$ cat config.mk
export PLATFORM = sky130hd
export DESIGN_NAME = xbar_ingress_queue
export DESIGN_NICKNAME = d
export VERILOG_FILES = /design/src/rtl/xbar_pkg.sv /design/src/rtl/sync_fifo.sv /design/src/rtl/xbar_ingress_queue.sv
export SDC_FILE = /design/constraint.sdc
export NUM_CORES = 1
export LEC_CHECK = 0
export BUFFER_PORTS_ARGS = -buffer_cell sky130_fd_sc_hd__buf_2
export CAP_MARGIN = 15
export CORE_ASPECT_RATIO = 0.75
export CORE_MARGIN = 4
export CORE_UTILIZATION = 59
export CTS_BUF_LIST = sky130_fd_sc_hd__clkbuf_4
export CTS_CLUSTER_DIAMETER = 200
export CTS_CLUSTER_SIZE = 16
export DETAILED_ROUTE_END_ITERATION = 12
export GPL_ROUTABILITY_DRIVEN = 0
export PLACE_DENSITY = 0.81
export SLEW_MARGIN = 20
export SYNTH_ARGS = -nofsm -noshare
export SYNTH_HDL_FRONTEND = slang
export SYNTH_SLANG_ARGS = --single-unit
$ cat constraint.sdc
create_clock -name clk_i -period 2.3 [get_ports clk_i]
set_clock_uncertainty 0.05 [all_clocks]
set_input_delay 0.115 -clock clk_i [delete_from_list [all_inputs] [get_ports clk_i]]
set_output_delay 0.115 -clock clk_i [all_outputs]
set_load 0.02 [all_outputs]
$ cat src/rtl/xbar_pkg.sv
// Crossbar-wide constants and the {dest, data} entry type shared by the
// crossbar and its per-input ingress queues.
package xbar_pkg;
  localparam int DATA_W = 32;
  localparam int M      = 4;
  localparam int DEST_W = $clog2(M);

  typedef struct packed {
    logic [DEST_W-1:0] dest;
    logic [DATA_W-1:0] data;
  } xb_entry_t;
endpackage

$ cat src/rtl/sync_fifo.sv
// Single-clock FIFO with a registered count and a combinational head read.
// Push is dropped when full and pop is dropped when empty.
module sync_fifo #(
  parameter int WIDTH = 8,
  parameter int DEPTH = 4
) (
  input  logic                     clk_i,
  input  logic                     rst_i,
  input  logic                     push_i,
  input  logic                     pop_i,
  input  logic [WIDTH-1:0]         wdata_i,
  output logic                     full_o,
  output logic                     empty_o,
  output logic [$clog2(DEPTH):0]   count_o,
  output logic [WIDTH-1:0]         head_o
);
  localparam int AW = $clog2(DEPTH);
  localparam int CW = AW + 1;
  localparam logic [AW-1:0] PTR_ONE  = AW'(1);
  localparam logic [CW-1:0] CNT_ONE  = CW'(1);
  localparam logic [CW-1:0] CNT_FULL = CW'(DEPTH);

  logic [WIDTH-1:0] mem_q [DEPTH];
  logic [AW-1:0]    wr_ptr_q, rd_ptr_q;
  logic [CW-1:0]    count_q, count_d;
  logic             do_push, do_pop;

  assign full_o  = (count_q == CNT_FULL);
  assign empty_o = (count_q == '0);
  assign do_push = push_i & ~full_o;
  assign do_pop  = pop_i & ~empty_o;
  assign count_o = count_q;
  assign head_o  = mem_q[rd_ptr_q];

  always_comb begin
    count_d = count_q;
    case ({do_push, do_pop})
      2'b10:   count_d = count_q + CNT_ONE;
      2'b01:   count_d = count_q - CNT_ONE;
      default: count_d = count_q;
    endcase
  end

  always_ff @(posedge clk_i) begin
    if (rst_i) begin
      wr_ptr_q <= '0;
      rd_ptr_q <= '0;
      count_q  <= '0;
    end else begin
      if (do_push) wr_ptr_q <= wr_ptr_q + PTR_ONE;
      if (do_pop)  rd_ptr_q <= rd_ptr_q + PTR_ONE;
      count_q <= count_d;
    end
  end

  // Storage is deliberately left out of reset; pointers alone define validity.
  always_ff @(posedge clk_i) begin
    if (!rst_i && do_push) mem_q[wr_ptr_q] <= wdata_i;
  end
endmodule

$ cat src/rtl/xbar_ingress_queue.sv
// Ingress buffer for one crossbar input: FIFO of {dest, data}, head presented
// as a request, retired on grant, with a saturating head-starvation flag.
module xbar_ingress_queue import xbar_pkg::*; #(
  parameter int DATA_W       = xbar_pkg::DATA_W,
  parameter int M            = xbar_pkg::M,
  parameter int DEPTH        = 4,
  parameter int STARVE_LIMIT = 15
) (
  input  logic                      clk_i,
  input  logic                      rst_i,
  input  logic                      in_valid_i,
  output logic                      in_ready_o,
  input  logic [$clog2(M)-1:0]      in_dest_i,
  input  logic [DATA_W-1:0]         in_data_i,
  output logic                      xb_req_o,
  output logic [$clog2(M)-1:0]      xb_dest_o,
  output logic [DATA_W-1:0]         xb_data_o,
  input  logic                      xb_grant_i,
  output logic [$clog2(DEPTH):0]    occupancy_o,
  output logic                      starve_o
);
  localparam int DEST_W = $clog2(M);
  localparam int ENT_W  = DEST_W + DATA_W;
  localparam int SW     = $clog2(STARVE_LIMIT + 1);
  localparam logic [SW-1:0] WAIT_MAX = SW'(STARVE_LIMIT);
  localparam logic [SW-1:0] WAIT_ONE = SW'(1);

  logic [ENT_W-1:0] head;
  logic             full, empty, pop;
  logic [SW-1:0]    wait_cnt_q, wait_cnt_d;
  logic             starve_q;

  sync_fifo #(.WIDTH(ENT_W), .DEPTH(DEPTH)) u_fifo (
    .clk_i   (clk_i),
    .rst_i   (rst_i),
    .push_i  (in_valid_i),
    .pop_i   (pop),
    .wdata_i ({in_dest_i, in_data_i}),
    .full_o  (full),
    .empty_o (empty),
    .count_o (occupancy_o),
    .head_o  (head)
  );

  // No full-queue bypass: readiness depends only on registered occupancy.
  assign in_ready_o = ~full;
  assign xb_req_o   = ~empty;
  assign pop        = xb_req_o & xb_grant_i;
  assign xb_dest_o  = xb_req_o ? head[ENT_W-1 -: DEST_W] : '0;
  assign xb_data_o  = xb_req_o ? head[DATA_W-1:0]       : '0;
  assign starve_o   = starve_q;

  always_comb begin
    wait_cnt_d = wait_cnt_q;
    if (!xb_req_o || pop)          wait_cnt_d = '0;
    else if (wait_cnt_q != WAIT_MAX) wait_cnt_d = wait_cnt_q + WAIT_ONE;
  end

  always_ff @(posedge clk_i) begin
    if (rst_i) begin
      wait_cnt_q <= '0;
      starve_q   <= 1'b0;
    end else begin
      wait_cnt_q <= wait_cnt_d;
      starve_q   <= (wait_cnt_d == WAIT_MAX);
    end
  end
endmodule

## After elaboration in Yosys (flattened, before gate mapping)

Memory sizes are Yosys's and may differ from the RTL's. A register that Yosys moved wholly into a read port is not among the register bits.
Index checks and enable logic that the tools add are counted.

- Eq/ne operators: 5
- Reductions and logical operators: 5
- Add/sub/neg operators: 5
- Muxes and demuxes: 9
- Bitwise operators: 5

Operators by type and width:

| cell | number |
|---|---|
| 2-to-1 mux 32 bit | 1 |
| 2-to-1 mux 4 bit | 2 |
| 2-to-1 mux 2 bit | 3 |
| one-hot mux 3 bit (2 select lines) | 1 |
| adder 2 x 1 -> 2 bit (second input constant) | 2 |
| adder 4 x 1 -> 4 bit (second input constant) | 1 |
| == test 4 bit (second input constant) | 1 |
| inequality test 4 bit (second input constant) | 1 |
| adder 3 x 1 -> 3 bit (second input constant) | 1 |
| bitwise AND 1 bit | 3 |
| == test 3 bit (second input constant) | 1 |
| logical NOT 3 bit | 1 |
| subtractor 3 x 1 -> 3 bit (second input constant) | 1 |
| == test 2 x 1 -> 1 bit (second input constant) | 1 |
| == test 2 bit (second input constant) | 1 |
| 2-to-1 mux 1 bit | 2 |
| NOT 1 bit | 2 |
| nonzero test 2 bit | 1 |
| logical AND 1 bit | 1 |
| logical NOT 1 bit | 1 |
| logical OR 1 bit | 1 |

- Memory bits (writable): 136
- Bits in registers: 12
- Memories: 1
- Bits of input ports: 38

Memory list:

| name | depth | width | read ports | clocked after Yosys merged registers in | wr ports | RTL line | text |
|---|---|---|---|---|---|---|---|
| u_fifo.mem_q | 4 | 34 | 1 | 1 | 1 | sync_fifo.sv:23 | `logic [WIDTH-1:0] mem_q [DEPTH];` |

## Longest topological paths before layout

- Depth after elaboration: 6
- Mapped depth: 9

## Modules after synthesis

A second synthesis with hierarchy kept.

- Cells, all modules: 298
- Area total of the unflattened synthesis: 5926.9 µm²

Modules (own cells, without submodules):

| module | instances | seq. area each (µm²) | cells each | area each (µm²) |
|---|---|---|---|---|
| sync_fifo | 1 | 4264.1 | 232 | 5441.5 |
| xbar_ingress_queue | 1 | 100.1 | 66 | 485.5 |

## Worst setup path after synthesis

OpenSTA, ideal clock, no wires.

- Path kind: register to register
- Start: reg u_fifo.count_q[2], in the netlist u_fifo.count_o[2]
- End: reg u_fifo.count_q[2], in the netlist u_fifo.count_o[2]
- Arrival time: 2311 ps
- Path buffers: 0
- Library setup time: 71 ps
- Required time: 2179 ps
- Period minus slack after synthesis: 2431 ps
- Cell stages (with the launch flop): 10
- Slack: -131 ps
- Cell sequence: dfxtp_1 -> nor3b_1 -> inv_1 -> nand2_1 -> ha_1 -> inv_1 -> fa_1 -> xor2_1 -> or3_1 -> a21oi_1

- Elaborated cells on any way between the ends: 13

RTL lines:

| what | RTL line | text |
|---|---|---|
| start, declared | sync_fifo.sv:25 | `logic [CW-1:0] count_q, count_d;` |
| start signal, assigned | sync_fifo.sv:52 | `count_q <= count_d;` |
| == test 3 bit * | sync_fifo.sv:28 | `assign full_o = (count_q == CNT_FULL);` |
| NOT 1 bit * | - |  |
| via in_ready_o | xbar_ingress_queue.sv:12 | `output logic in_ready_o,` |
| bitwise AND 1 bit * | sync_fifo.sv:30 | `assign do_push = push_i & ~full_o;` |
| == test 2 x 1 -> 1 bit or == test 2 bit (tied branches) | sync_fifo.sv:37 | `case ({do_push, do_pop})` |
| one-hot mux 3 bit (2 select lines) or nonzero test 2 bit (tied branches) | - |  |

Mark *: on every way through the listed nets, which the timed path passes. The rest lies on a longest branch.
A chain may end at the register's enable or synchronous reset.

## Worst setup path in the final report

- Start: reg u_fifo.count_q[0], in the netlist u_fifo.count_o[0]
- End: reg u_fifo.count_q[2], in the netlist u_fifo.count_o[2]

- Word-level cells in the longest chain between the ends: 6
- Elaborated cells on any way between the ends: 13

Ends and longest elaborated chain:

| what | RTL line | text |
|---|---|---|
| logical NOT 3 bit | sync_fifo.sv:29 | `assign empty_o = (count_q == '0);` |
| NOT 1 bit | sync_fifo.sv:31, xbar_ingress_queue.sv:47 |  |
| bitwise AND 1 bit | xbar_ingress_queue.sv:48 | `assign pop = xb_req_o & xb_grant_i;` |
| bitwise AND 1 bit | sync_fifo.sv:31 | `assign do_pop = pop_i & ~empty_o;` |
| == test 2 x 1 -> 1 bit or == test 2 bit (tied branches) | sync_fifo.sv:37 |  |
| one-hot mux 3 bit (2 select lines) or nonzero test 2 bit (tied branches) | - |  |

Parallel ways exist; a longest one is shown, timed or not.

==> out/metrics.cfg <==
[clock_network]
clk_path_buf_depth = 2
root_buffer = clkbuf_4
clk_pin_slew_ps = 120
numCtsBuffers = 17
htreeDepth = 4
clk_latency_ps = 510
cts_tree = yes
cts_sinks = 150

[logic_synthesis]
synth_top_area_share_pct = 69.94
syn_area_mm2 = 0.005839
ys_types = 29
synth.net_count = 338
ys_ff_latch = 150
synth_cells = 293
syn_area_per_cell_um2 = 19.93
synthArstFlopShare_pct = 0
yosys-top-cells-area = edfxtp_1, mux4_2, dfxtp_1, nor2b_1, ha_1
synth_edf_count = 136
synth-seq-area-share_pct = 74.74
synth_ff_type = edfxtp_1
synth-warning-count = 0
ys_top_cells_by_count = edfxtp_1, mux4_2, nor2b_1
synth_most_common_cell = edfxtp_1
yosysTopAreaCell = edfxtp_1

[worst_setup_path]
crit_required_ps = 2690
critPathLaunchType = flop
endpoint_kind = flop
critPathKind = flop to flop
worstPathArrival_ps = 2580
crit_fanout = 7

[floorplanning]
core-area_mm2 = 0.009658
die_w_um = 122.9
die_area_mm2 = 0.01157
rows = 31
die-height_um = 94.16
ioPinCount = 78
start_util_pct = 60.46

[finish]
fin_util_pct = 75.33
fin_cells = 575
finalNetCount = 475
layout-drive-gt1-share_pct = 38.37
antennaDiodeCount = 0
synthToLayoutAreaGrowth_pct = 24.60
final_area_mm2 = 0.007276

[grt]
antenna_found_initial = 0
grt_max_degree = 30
grt_pass1_vias = 3316
overflow = 0
grt_util_all_layers_pct = 19.86
grt_pass1_wl_mm = 16.62

[timing]
period_share_pct = 95.23
finalHoldViolCount = 0
slew_viol_final = 0
maxSlewHeadroom_pct = 67.32
finalSetupViolations = 0
fin_crit_ps = 2190
tightest_slew_ps = 484.1
timing.fmax_ghz = 0.4566

[place]
hpwl_mm = 6.404
place_area_mm2 = 0.006511
port-buffer-count = 77
dp_cells = 504

[job]
drv_cap = 0

[routing]
vias = 3074
route.detailed.drc = 0
first_pass_iters = 4
wl_mm = 10.47
drt-vias-per-instance = 5.346
routedWlPerCell_um = 18.22
ant_nets = 0
drtIter0Drc = 184

[power_and_ir_drop]
total_power_mw = 7.758
ir_drop_mv = 0.9202
p_per_area_mw_per_mm2 = 1066
p_leak_nw = 2.584

[status]
status = finished clean

[worst_hold_path]
hp-class = primary input to flop

[per-layer routing]
layer  track usage (%)  part of all wire [%]
met1             24.52                    41
met2             34.15                    54
met3             5.900                   5.0
met4             5.871                  0.79
met5                 0                     0
[cell families after synthesis]
family	count (synthesis)	synth area share (%)
DFF	150	74.74
muxes	35	13.28
AOI/OAI and AO/OA	11	1.093
xor gates and xnor gates	6	0.8999
and+or+nand+nor	62	6.364
adders and majority gates	7	1.628
buffers and inverters	22	1.993
[cell usage in the layout (no fill, tap or decap), drive strengths merged]
master / synthesis / layout
inv: 10 / 10
nor2b: 34 / 34
clkinv: 0 / 8
xnor2: 2 / 2
a21oi: 4 / 4
edfxtp: 136 / 136
and2: 4 / 4
ha: 6 / 6
clkbuf: 5 / 18
a211oi: 1 / 1
nand2: 1 / 1
nor2: 9 / 9
nand3: 5 / 5
nor3b: 1 / 1
fa: 1 / 1
mux2i: 1 / 1
nor4b: 1 / 1
and3: 1 / 1
nor3: 4 / 4
bufinv: 0 / 6
buf: 7 / 92
o31ai: 1 / 1
mux4: 34 / 34
or3: 2 / 2
o21ai: 4 / 4
xor2: 4 / 4
dfxtp: 14 / 14
o311ai: 1 / 1
dlygate4sd3: 0 / 38
[through the flow]
stage          worst slack, ps  setup TNS [ps]  hold slack [ps]
2_1_floorplan            72.18               0            163.9
3_3_place_gp             185.8               0            277.0
3_5_place_dp             24.05               0            281.6
4_1_cts                  17.09               0            246.0
5_1_grt                 -19.10          -19.10            251.3
6_report                 109.7               0            297.4
[power breakdown]
group	switching (mW)	internal [mW]	total, mW	leakage [nW]
logic	1.44	1.10	2.54	1.03
clock network	0.885	1.09	1.97	0.200
registers	0.0924	3.15	3.24	1.35
total	2.42	5.34	7.76	2.58
[worst paths after layout]
kind	start	end	slack (ps)	depth (start not counted)
max	u_fifo.count_o[0]	u_fifo.count_o[2]	110	9
min	in_data_i[8]	u_fifo.mem_q[1][8]	300	2
max reg2reg	u_fifo.count_o[0]	u_fifo.count_o[2]	110	9
min reg2reg	u_fifo.wr_ptr_q[1]	u_fifo.wr_ptr_q[1]	480	2
[worst max-delay path: stages, from the launching register on]
cell and delay (ps):
dfxtp_4 390, nor3b_2 220, inv_1 120, nand2_1 100
ha_1 180, inv_1 60, fa_1 370, xor2_1 170
or3_1 310, a21oi_1 140
[what timing repair did]
item,4_1_cts,5_1_grt
buffers inserted,1,0
hold endpoints to repair,150,0
endpoints found under the setup margin,1,15
pin swaps,1,0
hold buffers,38,0
gates resized for setup,0,4
[cell type report]
class	count	area, um^2
clock buffers	18	135.1
clock inverters	14	231.5
fillers	579	2382
inverters	10	37.54
multi-input cells	121	1375
flip-flops and latches	150	4374
well taps	132	165.2
repair buffers	130	957.2
[sequential cells by signal, indices dropped and copies added, names as in the netlist, named ones only]
| register | cells |
|---|---|
| starve_o | 1 |
| u_fifo.count_o | 3 |
| u_fifo.mem_q | 136 |
| u_fifo.rd_ptr_q | 2 |
| u_fifo.wr_ptr_q | 2 |
| wait_cnt_q | 4 |
Note: power is estimated with default switching activity, not from simulation.
